==> src/rtl/vsq_quantizer_pkg.sv <==
// Shared types and constants for the vector-scaled INT8 quantizer.
package vsq_quantizer_pkg;

  typedef enum logic [1:0] {
    StFill,
    StCalc,
    StEmit
  } state_e;

  localparam int QMax     = 127;
  localparam int QMin     = -127;
  localparam int MaxShift = 17;
  localparam int ShiftW   = 5;

endpackage

==> src/rtl/vsq_quant_elem.sv <==
// Combinational shift / optional round / saturate of one element to INT8.
// Rounding (half up) is enabled by defining VSQ_QUANT_ROUND_EN.
module vsq_quant_elem
  import vsq_quantizer_pkg::*;
#(
  parameter int unsigned IN_W = 24
) (
  input  logic signed [IN_W-1:0]   x_i,
  input  logic        [ShiftW-1:0] s_i,
  output logic signed [7:0]        q_o
);

  localparam logic signed [IN_W:0] Hi     = (IN_W+1)'(QMax);
  localparam logic signed [IN_W:0] Lo     = (IN_W+1)'(QMin);
  localparam logic        [IN_W:0] RndOne = (IN_W+1)'(1);

  logic signed [IN_W:0] xw;
  logic        [IN_W:0] rnd;
  logic signed [IN_W:0] sum;
  logic signed [IN_W:0] sh;

  always_comb begin
    // One guard bit keeps the rounding add from overflowing at the positive limit.
    xw  = {x_i[IN_W-1], x_i};
    rnd = '0;
`ifdef VSQ_QUANT_ROUND_EN
    if (s_i != '0) begin
      rnd = RndOne << (s_i - ShiftW'(1));
    end
`endif
    sum = xw + $signed(rnd);
    sh  = sum >>> s_i;
    if (sh > Hi) begin
      q_o = 8'sd127;
    end else if (sh < Lo) begin
      q_o = -8'sd127;
    end else begin
      q_o = sh[7:0];
    end
  end

endmodule

==> src/rtl/vsq_quantizer.sv <==
// Buffers one vector of partial sums, picks a shared shift exponent from the
// largest magnitude and streams the INT8 results. Option: VSQ_QUANT_ROUND_EN.
module vsq_quantizer
  import vsq_quantizer_pkg::*;
#(
  parameter int unsigned VEC_LEN = 16,
  parameter int unsigned IN_W    = 24
) (
  input  logic                   clk,
  input  logic                   rst_n,
  input  logic                   in_valid,
  output logic                   in_ready,
  input  logic signed [IN_W-1:0] in_data,
  input  logic                   in_last,
  output logic                   out_valid,
  input  logic                   out_ready,
  output logic signed [7:0]      out_data,
  output logic        [7:0]      out_scale,
  output logic                   out_last
);

  localparam int unsigned CntW = $clog2(VEC_LEN + 1);
  localparam int unsigned IdxW = (VEC_LEN > 1) ? $clog2(VEC_LEN) : 1;

  state_e state_q, state_d;

  logic        [CntW-1:0]   count_q, count_d;
  logic        [CntW-1:0]   idx_q, idx_d;
  logic        [IN_W-1:0]   max_abs_q, max_abs_d;
  logic        [ShiftW-1:0] scale_q, scale_d;
  logic                     out_valid_q, out_valid_d;
  logic                     out_last_q, out_last_d;
  logic signed [7:0]        out_data_q, out_data_d;
  logic signed [IN_W-1:0]   buf_q [VEC_LEN];

  logic                     in_fire, out_fire, close_vec;
  logic        [IN_W-1:0]   abs_in;
  logic        [ShiftW-1:0] s_calc, s_sel;
  logic        [CntW-1:0]   rd_full;
  logic        [IdxW-1:0]   rd_idx;
  logic signed [7:0]        q_elem;

  assign in_fire   = in_valid & in_ready;
  assign out_fire  = out_valid_q & out_ready;
  assign close_vec = in_fire & (in_last | (count_q == CntW'(VEC_LEN - 1)));
  assign abs_in    = in_data[IN_W-1] ? (~in_data + IN_W'(1)) : in_data;

  // FSM: state register
  always_ff @(posedge clk or negedge rst_n) begin
    if (!rst_n) begin
      state_q <= StFill;
    end else begin
      state_q <= state_d;
    end
  end

  // FSM: next state
  always_comb begin
    state_d = state_q;
    case (state_q)
      StFill:  if (close_vec) state_d = StCalc;
      StCalc:  state_d = StEmit;
      StEmit:  if (out_fire && out_last_q) state_d = StFill;
      default: state_d = StFill;
    endcase
  end

  // FSM: outputs
  always_comb begin
    in_ready = (state_q == StFill);
  end

  // Smallest shift that brings the vector's peak magnitude into INT8 range.
  always_comb begin
    s_calc = ShiftW'(MaxShift);
    for (int i = MaxShift; i >= 0; i--) begin
      if ((max_abs_q >> i) <= IN_W'(QMax)) begin
        s_calc = ShiftW'(i);
      end
    end
  end

  // One shared quantizer: element 0 while in CALC, the following element in EMIT.
  always_comb begin
    rd_full = (state_q == StCalc) ? '0 : idx_q + CntW'(1);
    if (rd_full >= CntW'(VEC_LEN)) begin
      rd_full = '0;
    end
    rd_idx = IdxW'(rd_full);
    s_sel  = (state_q == StCalc) ? s_calc : scale_q;
  end

  vsq_quant_elem #(
    .IN_W (IN_W)
  ) u_quant_elem (
    .x_i (buf_q[rd_idx]),
    .s_i (s_sel),
    .q_o (q_elem)
  );

  always_comb begin
    count_d     = count_q;
    idx_d       = idx_q;
    max_abs_d   = max_abs_q;
    scale_d     = scale_q;
    out_valid_d = out_valid_q;
    out_last_d  = out_last_q;
    out_data_d  = out_data_q;
    case (state_q)
      StFill: begin
        if (in_fire) begin
          count_d = count_q + CntW'(1);
          if (abs_in > max_abs_q) begin
            max_abs_d = abs_in;
          end
        end
      end
      StCalc: begin
        scale_d     = s_calc;
        idx_d       = '0;
        out_valid_d = 1'b1;
        out_data_d  = q_elem;
        out_last_d  = (count_q == CntW'(1));
      end
      StEmit: begin
        if (out_fire) begin
          if (out_last_q) begin
            out_valid_d = 1'b0;
            out_last_d  = 1'b0;
            count_d     = '0;
            max_abs_d   = '0;
          end else begin
            idx_d      = idx_q + CntW'(1);
            out_data_d = q_elem;
            out_last_d = ((idx_q + CntW'(2)) == count_q);
          end
        end
      end
      default: ;
    endcase
  end

  always_ff @(posedge clk or negedge rst_n) begin
    if (!rst_n) begin
      count_q     <= '0;
      idx_q       <= '0;
      max_abs_q   <= '0;
      scale_q     <= '0;
      out_valid_q <= 1'b0;
      out_last_q  <= 1'b0;
      out_data_q  <= '0;
    end else begin
      count_q     <= count_d;
      idx_q       <= idx_d;
      max_abs_q   <= max_abs_d;
      scale_q     <= scale_d;
      out_valid_q <= out_valid_d;
      out_last_q  <= out_last_d;
      out_data_q  <= out_data_d;
    end
  end

  // Vector storage needs no reset; a partial vector is simply overwritten.
  always_ff @(posedge clk) begin
    if (in_fire) begin
      buf_q[count_q[IdxW-1:0]] <= in_data;
    end
  end

  assign out_valid = out_valid_q;
  assign out_data  = out_data_q;
  assign out_scale = {{(8 - ShiftW){1'b0}}, scale_q};
  assign out_last  = out_last_q;

endmodule

==> config.mk <==
export PLATFORM = sky130hd
export DESIGN_NAME = vsq_quantizer
export DESIGN_NICKNAME = d
export VERILOG_FILES = /design/src/rtl/vsq_quantizer_pkg.sv /design/src/rtl/vsq_quant_elem.sv /design/src/rtl/vsq_quantizer.sv
export SDC_FILE = /design/constraint.sdc
export NUM_CORES = 1
export LEC_CHECK = 0
export CORE_MARGIN = 10
export CORE_UTILIZATION = 25
export CTS_CLUSTER_SIZE = 14
export DETAILED_ROUTE_END_ITERATION = 16
export PLACE_DENSITY = 0.47
export SKIP_LAST_GASP = 1
export SYNTH_ARGS = -nofsm -noshare
export SYNTH_HDL_FRONTEND = slang
export SYNTH_HIERARCHICAL = 1
export SYNTH_SLANG_ARGS = --single-unit
==> constraint.sdc <==
create_clock -name clk -period 13.6 [get_ports clk]
set_clock_uncertainty 0.15 [all_clocks]
set_input_delay 2.04 -clock clk [delete_from_list [all_inputs] [get_ports clk]]
set_output_delay 2.04 -clock clk [all_outputs]
set_load 0.03 [all_outputs]
Yosys cells after proc, flatten, opt, wreduce, memory -nomap -nowiden
Memory sizes are Yosys's and may differ from the RTL's.
Index checks and enable logic that the tools add are counted.
{"block": "totals", "wordCells": 111, "latchBits": 0, "ff_bits": 51, "romBits": 0, "input_bits": 29, "mem_count": 1, "output_inout_bits": 19, "mem_bits_rw": 384}
{"block": "classes", "addsub": 4, "n_bitwise": 5, "div": 0, "eq_ne": 12, "muxes": 49, "reduce_logical": 10, "multipliers": 0, "n_lt_le_gt_ge": 21, "shift": 1}
{"memory": "buf_q", "depth": 16, "word_bits": 24, "read_ports": 1, "rd_ports_with_merged_regs": 0, "write_ports": 1, "line": "vsq_quantizer.sv:34", "rtl": "logic signed [IN_W-1:0] buf_q [VEC_LEN];"}
{"operator": "2-to-1 mux 24 bit", "n": 5}
{"operator": "2-to-1 mux 5 bit", "n": 23}
{"operator": "one-hot mux 24 bit (2 select lines)", "n": 1}
{"operator": "2-to-1 mux 8 bit", "n": 4}
{"operator": "greater-than comparator 25 x 8 -> 1 bit, second input constant", "n": 1}
{"operator": "< comparator 25 x 8 -> 1 bit, second input constant", "n": 1}
{"operator": ">>> shifter 24 x 5 -> 25 bit", "n": 1}
{"operator": "adder 24 x 2 -> 24 bit, second input constant", "n": 1}
{"operator": "greater-than comparator 24 bit", "n": 1}
{"operator": "less-or-equal comparator 24 x 7 -> 1 bit, second input constant", "n": 1}
{"operator": "inverter 24 bit", "n": 1}
{"operator": "less-or-equal comparator 23 x 7 -> 1 bit, second input constant", "n": 1}
{"operator": "less-or-equal comparator 22 x 7 -> 1 bit, second input constant", "n": 1}
{"operator": "less-or-equal comparator 21 x 7 -> 1 bit, second input constant", "n": 1}
{"operator": "less-or-equal comparator 20 x 7 -> 1 bit, second input constant", "n": 1}
{"operator": "one-hot mux 5 bit (2 select lines)", "n": 2}
{"operator": "less-or-equal comparator 19 x 7 -> 1 bit, second input constant", "n": 1}
{"operator": "less-or-equal comparator 18 x 7 -> 1 bit, second input constant", "n": 1}
{"operator": "less-or-equal comparator 17 x 7 -> 1 bit, second input constant", "n": 1}
{"operator": "less-or-equal comparator 16 x 7 -> 1 bit, second input constant", "n": 1}
{"operator": "one-hot mux 8 bit (2 select lines)", "n": 1}
{"operator": "less-or-equal comparator 15 x 7 -> 1 bit, second input constant", "n": 1}
{"operator": "less-or-equal comparator 14 x 7 -> 1 bit, second input constant", "n": 1}
{"operator": "less-or-equal comparator 13 x 7 -> 1 bit, second input constant", "n": 1}
{"operator": "other kinds (29)", "n": 48}

Depth between registers and ports, before layout
{"block": "logic_depth", "depth_word": 26, "mapped_depth": 18}

Cells and area by module
The synthesis kept the hierarchy.
{"mod": "vsq_quantizer", "n_inst": 1, "cells_per_inst": 1284, "area_per_inst_um2": 18370.1}
{"mod": "vsq_quant_elem", "n_inst": 1, "cells_per_inst": 211, "area_per_inst_um2": 1830.5}

Worst setup path after synthesis
OpenSTA, ideal clock, no wires.
{"block": "synth_path", "path_type": "in2reg", "start": "input port in_data[1]", "end": "register max_abs_q[10]", "slack_ps": 8156, "required_time_ps": 13384, "arrival_time_ps": 5228, "path_stages": 13, "path_cell_list": "or4_1 or4_4 or2_4 o41ai_4 xnor2_1 ha_1 nand4_1 nor4_1 o21ai_0 a31oi_1 o21a_1 buf_1 a22o_1"}
{"block": "synth_between", "elab_chain_cells": 6, "elab_cells_between_ends": 9, "cone_classes": "add/sub (1); order compare (1); eq/ne (1); mux (4); bitwise (1); reduce/logical (1)"}
{"element": "start, declared", "line": "vsq_quantizer.sv:13", "rtl": "input logic signed [IN_W-1:0] in_data,"}
{"element": "inverter 24 bit", "line": "vsq_quantizer.sv:46", "rtl": "assign abs_in = in_data[IN_W-1] ? (~in_data + IN_W'(1)) : in_data;"}
{"element": "adder 24 x 2 -> 24 bit", "line": "vsq_quantizer.sv:46"}
{"element": "2-to-1 mux 24 bit *", "line": "vsq_quantizer.sv:46"}
{"element": "greater-than comparator 24 bit or 2-to-1 mux 24 bit (tied branches)", "line": "vsq_quantizer.sv:113", "rtl": "if (abs_in > max_abs_q) begin"}
{"element": "!= test 2 x 1 -> 1 bit (no line) or 2-to-1 mux 24 bit (tied branches)"}
{"element": "AND reduction 5 bit (no line) or one-hot mux 24 bit (2 select lines) (tied branches)"}
{"element": "end signal, assigned", "line": "vsq_quantizer.sv:155", "rtl": "max_abs_q <= max_abs_d;"}
{"element": "end, declared", "line": "vsq_quantizer.sv:29", "rtl": "logic [IN_W-1:0] max_abs_q, max_abs_d;"}
Every way passes the cells marked *; elsewhere a longest branch is shown, timed or not. The select of a mux whose other input is x is not followed.
A chain may end at the register's enable or synchronous reset.

Final worst setup path
{"block": "layout_path", "start": "input port in_data[0]", "end": "register max_abs_q[10]"}
The elaborated chain is that of the path after synthesis.

==> results.json <==
{
  "status": "complete, no violations",
  "layout-drive-gt1-share_pct": 14.1,
  "clock-sinks": 435,
  "avgSynthCellArea_sq_um": 13.5,
  "hp-class": "reg2reg",
  "cts-resized-gates": 0,
  "min_period_over_period_pct": 49.4,
  "fp.dieArea_sq_um": 92600,
  "p_sw_uw": 1960,
  "fillers": 8088,
  "p_int_uw": 3180,
  "ys_seq_area_share_pct": 63.4,
  "postCtsSetupRepairBufs": 0,
  "io_pins": 48,
  "synth_top_cell_by_area": "edfxtp_1",
  "power_density_nw_per_um2": 219,
  "cts_buffers": 47,
  "track_usage_pct": 12.4,
  "p_sw_share_pct": 38.2,
  "num_rows": 104,
  "fin_tns_setup_ns": 0,
  "p_comb_share_pct": 42.5,
  "tritoncts": "yes",
  "peakVddDrop_v": 0.000129,
  "synth_seq_cells": 435,
  "hold_buffers": 0,
  "fp.dieW_um": 304,
  "setup_viol": 0,
  "wl_um": 58800,
  "hold_violations": 0,
  "relSlewSlack_pct": 19.1,
  "port_buffers": 44,
  "cp-start-kind": "input port",
  "p_leak_uw": 0.00787,
  "antenna_found_initial": 2,
  "syn_area_sq_um": 20200,
  "path_clk_slew_ns": 0.06,
  "hpwl_um": 33700,
  "clkLatencyLatePin_ns": 0.61,
  "drv_cap": 0,
  "synthArstFlopShare_pct": 11.7,
  "gp_congestion": 0.795,
  "cp.required_ns": 13.98,
  "core-area_sq_um": 80300,
  "pwr-share-seq_pct": 32.8,
  "crit_fanout": 23,
  "worst_pin_slew_ns": 1.21,
  "syn2layout_area_growth_pct": 16.5,
  "holdWs_ns": 0.354,
  "grt_pass1_wl_um": 88000,
  "period_minus_slack_ns": 6.72,
  "clock_tree.root_cell": "clkbuf_16",
  "rsz0062_at_grt": "no",
  "final_core_util_pct": 29.3,
  "grt_max_degree": 77,
  "clockPowerShare_pct": 24.7,
  "fmax_ghz": 0.149,
  "ant_nets": 0,
  "synthDistinctLibCells": 87,
  "globalRouteOverflowTotal": 0,
  "syn-instance-count": 1495,
  "ys_warn_count": 6,
  "layout.area.seq_sq_um": 12800,
  "route.vias.total": 13000,
  "cp.arrival_ns": 7.10,
  "nNetsFinal": 1610,
  "clockBufferDepth": 3,
  "die_y_um": 304,
  "place_area_sq_um": 22000,
  "synth_edf_count": 384,
  "yosysTopAreaCellShare_pct": 57.1,
  "yosys_most_used_dff": "edfxtp_1",
  "multi_input_area_sq_um": 6820,
  "wl_per_cell_um": 22.2,
  "vias_per_cell": 4.93,
  "htree_levels": 2,
  "critPathCaptureType": "flip-flop",
  "ys_top_cells_by_area": "edfxtp_1, dfrtp_1, mux4_2",
  "slew_viol_final": 0,
  "drtIter0Drc": 985,
  "grt_pass1_vias": 13100,
  "crit_type": "in2reg",
  "fin_area_sq_um": 23500,
  "initial_core_util_pct": 25.2,
  "drc": 0,
  "first_pass_iters": 5
}
[final timing paths]
kind | startpoint | slack (ns) | end | cells after the start
hold / removal | max_abs_q[6] | 0.35 | max_abs_q[6] | 1
setup reg to reg | idx_q[0] | 6.91 | out_data[0] | 16
hold reg to reg | max_abs_q[6] | 0.35 | max_abs_q[6] | 1
min in group asynchronous | rst_n | 1.44 | scale_q[1] | 2
setup / recovery | in_data[0] | 6.88 | max_abs_q[10] | 15
max in group asynchronous | rst_n | 11.31 | idx_q[0] | 2
[metal layers]
metal	part of all wire, %	track usage, %	routed length (um)
met1	45	17.0	26700
met2	47	20.1	27400
met3	6.4	2.24	3760
met4	1.6	2.84	958
met5	0.043	0	25
[cell usage after synthesis (9+ instances only)]
cell type  count
edfxtp_1     384
nand2_1      154
clkbuf_1      57
a21oi_1       55
mux2i_1       55
nor3_1        53
dfrtp_1       51
nor2_1        50
o22ai_1       50
a31oi_1       48
mux4_2        45
inv_1         39
o21ai_0       38
ha_1          32
nor2b_1       30
xnor2_1       28
nand3_1       25
a311oi_1      24
buf_2         24
a22o_1        23
and2_1        20
a2111oi_0     19
mux2_2        15
nand2b_1      13
nand4_1       13
o31ai_1       10
and3_1         9
[final cells by class]
cell class              count  share of cell area (%)
diodes                      1                  0.0106
multi-input cells         918                    29.0
clock inverters            30                    1.34
inverters                  41                   0.654
repair buffers            106                    3.83
flip-flops and latches    435                    54.4
well taps                1060                    5.63
clock buffers              55                    5.12
[power groups by stage]
| stage | sequential, uW | clock [uW] | combinational, uW |
|---|---|---|---|
| 2_1_floorplan | 1700 | 0 | 1440 |
| 3_3_place_gp | 1710 | 0 | 2170 |
| 3_5_place_dp | 1710 | 0 | 2180 |
| 4_1_cts | 1690 | 1300 | 2190 |
| 5_1_grt | 1700 | 1360 | 2380 |
| 6_report | 1690 | 1270 | 2190 |
[cells in the final DEF (no fill, tap or decap), types with 19 or more instances in the layout]
cell type        count
o21ai_0             35
inv_1               39
ha_1                32
nand2_1            152
nor3_1              53
o22ai_1             50
dfrtp_1             50
a21oi_1             55
a22o_1              23
nor2b_1             29
and2_1              19
mux2i_1             55
a31oi_1             48
nand3_1             25
clkdlybuf4s50_1     43
mux4_2              45
xnor2_1             28
a311oi_1            23
clkbuf_16           47
edfxtp_1           384
buf_4               62
nor2_1              49
[sequential cells by signal (all words and copies together) (netlist names)]
name       flops
out_last       1
max_abs_q     24
count_q        5
scale_q        5
out_valid      1
state_q        2
idx_q          5
buf_q        384
out_data       8
[critical path: stages]
cell	delay, ns
clkdlybuf4s50_1	0.75
inv_1	0.21
ha_1	0.18
or3b_2	0.48
nor4_1	0.42
nand2b_1	0.19
o31ai_1	0.30
xnor2_1	0.15
ha_1	0.35
nand4_1	0.14
nor4_1	0.40
o21ai_0	0.19
a31oi_1	0.25
o21a_1	0.76
a22o_1	0.27
[logic make-up (layout without fill, tap and decap cells)]
kind of cell | Yosys count | after routing | share of synthesized area (%)
xor gates and xnor gates | 31 | 31 | 1.34
adders and majority gates | 32 | 32 | 1.98
other | 1 | 4 | 0.0186
and+or+nand+nor | 405 | 405 | 9.80
buffers and inverters | 144 | 232 | 3.21
AOI/OAI and AO/OA | 328 | 328 | 11.4
DFF | 435 | 435 | 63.4
muxes | 119 | 119 | 8.89
[through the flow]
| stage | total power [uW] | cells | setup slack (ns) |
|---|---|---|---|
| after detailed placement | 3890 | 2560 | 6.27 |
| after global routing | 5450 | 2645 | 6.31 |
| final | 5150 | 2646 | 6.88 |
| after floorplan | 3140 | 1497 | 8.16 |
| after CTS | 5180 | 2645 | 6.87 |
| after global placement | 3880 | 2560 | 6.50 |
(Power assumes the default switching activity.)
==> RTL change (same flow settings) <==
One comparison of `count_q` changes from == to >=.
--- a/src/rtl/vsq_quantizer.sv
+++ b/src/rtl/vsq_quantizer.sv
@@ -42,7 +42,7 @@
 
   assign in_fire   = in_valid & in_ready;
   assign out_fire  = out_valid_q & out_ready;
-  assign close_vec = in_fire & (in_last | (count_q == CntW'(VEC_LEN - 1)));
+  assign close_vec = in_fire & (in_last | (count_q >= CntW'(VEC_LEN - 1)));
   assign abs_in    = in_data[IN_W-1] ? (~in_data + IN_W'(1)) : in_data;
 
   // FSM: state register
Check against the original RTL: same outputs for any inputs over 4 cycles, from zero or initial values and one cycle with rst_n low; that may be too few to reach the edited logic, so the function may still have changed.
==> RTL change against the original RTL <==
- register-to-register slack about the same
- sequential cell count is the same
- sequential power about the same
- power up 6.3%
- clock power barely moved
- routed wire length down 6.1%
- setup slack got worse by 0.19 ns
- cell area decreased by 2.2%
- area after synthesis decreased by 1.8%
- critical path type unchanged
- largest cell class unchanged
- largest power group unchanged
- highest routed layer unchanged
==> RTL change: results (changes against the original RTL) <==
[pwr]
power_leakage_nw = 7.511  ; was 7.874 nW

[routing]
wl_met2_um = 27400  ; was 27370 um
wl_met1_um = 24120  ; was 26690 um
drtIter0Drc = 925  ; was 985
wl_per_cell_um = 23.50  ; was 22.22 um
viasPerCell = 4.866  ; was 4.930
wl_met3_um = 2222  ; was 3757 um

[placed_design]
hpwl_um = 33070  ; was 33670 um
place_area_sq_um = 21490  ; was 22010 sq um
place_congestion = 0.8594  ; was 0.7953
pre_cts_slack_ns = 6.115  ; was 6.270 ns

[layout]
n_all_buffers = 68  ; was 106
layout-drive-gt1-share = 0.2022  ; was 0.1407
inverters = 43  ; was 41
num-multi-input-gates = 669  ; was 918
clkCellAreaFrac = 0.06678  ; was 0.06469
multi_input_area_share = 0.2860  ; was 0.2898
n_clock_buffer = 58  ; was 55
layout.nets = 1324  ; was 1610
seq_cells = 435  ; unchanged

[min_path]
holdPathEnd = max_abs_q[15]  ; was max_abs_q[6]
hp-start = max_abs_q[15]  ; was max_abs_q[6]

[synth]
ys_top_cells_by_area = edfxtp_1 58%, mux4_2 13%, dfrtp_1 6.4%  ; was edfxtp_1 57%, dfrtp_1 6.3%, mux4_2 5.0%
synthTopCellsByCount = 384 x edfxtp_1, 114 x mux4_2, 77 x nand2_1, 51 x dfrtp_1, 47 x a22oi_1  ; was 384 x edfxtp_1, 154 x nand2_1, 57 x clkbuf_1, 55 x a21oi_1, 55 x mux2i_1
yosysSeqAreaShare = 0.6456  ; was 0.6340

[worst_setup_path]
crit_slowest_cell = clkdlybuf4s50_1  ; was o21a_1
cpPeakStageDelay_ns = 0.84  ; was 0.76 ns
crit_fanout = 28  ; was 23
critPathLaunch = in_data[2]  ; was in_data[0]
path_delay_family = simple AND/OR/NAND/NOR gates  ; was compound AO/OA/AOI/OAI gates
worstPathArrival_ns = 7.22  ; was 7.10 ns
r2r_end = out_data[3]  ; was out_data[0]

[grt]
grt_pass1_vias = 11770  ; was 13140
grt_max_degree = 55  ; was 77
grt_pass1_wl_um = 80960  ; was 88000 um

[clock_network]
numCtsBuffers = 46  ; was 47

[sta]
tightest_slew_ns = 1.171  ; was 1.207 ns

[status]
status = completed  ; unchanged

==> RTL change: cell families (layout without fill, tap and decap cells) <==
| logic type | after synthesis | in the layout | synth area share |
|---|---|---|---|
| DFF | 435 | 435 | 0.6456 |
| and+or+nand+nor | 229 | 229 | 0.06005 |
| AOI/OAI and AO/OA | 204 | 204 | 0.07411 |
| muxes | 168 | 168 | 0.1588 |
| buffers and inverters | 116 | 197 | 0.02649 |
| xor gates and xnor gates | 33 | 33 | 0.01457 |
| adders and majority gates | 32 | 32 | 0.02018 |
| other | 1 | 3 | 0.0001890 |
==> RTL change: routing by layer <==
metal / global-route usage / vias up
met3: 0.01828 / 86
met5: 0 / -
met4: 0.03525 / 2
met2: 0.2045 / 301
met1: 0.1556 / 6040
li1: - / 5012
==> RTL change: worst max-delay path by stage <==
stage / to / slack (ns) / cells after the start
3_5_place_dp: max_abs_q[9] / 6.12 / 15
2_1_floorplan: max_abs_q[0] / 8.06 / 16
4_1_cts: max_abs_q[20] / 6.72 / 15
6_report: max_abs_q[9] / 6.69 / 15
5_1_grt: max_abs_q[18] / 6.29 / 15
3_3_place_gp: max_abs_q[21] / 6.29 / 15
==> RTL change: stage by stage <==
stage | total power, mW | hold WS [ns] | cells | util
floorplan | 3.467 | 0.3158 | 1220 | -
global placement | 4.242 | 0.3231 | 2265 | 0.2724
detailed placement | 4.245 | 0.3313 | 2265 | 0.2724
CTS | 5.534 | 0.3446 | 2351 | 0.2919
global route | 5.767 | 0.3522 | 2351 | 0.2919
finish | 5.470 | 0.3425 | 2351 | 0.2919
==> RTL change: power by group <==
part           switching, mW  internal [mW]  leakage (nW)
Clock                  0.535          0.737         0.730
Combinational           1.50           1.01          2.68
Sequential            0.0998           1.59          4.10
Total                   2.13           3.34          7.51
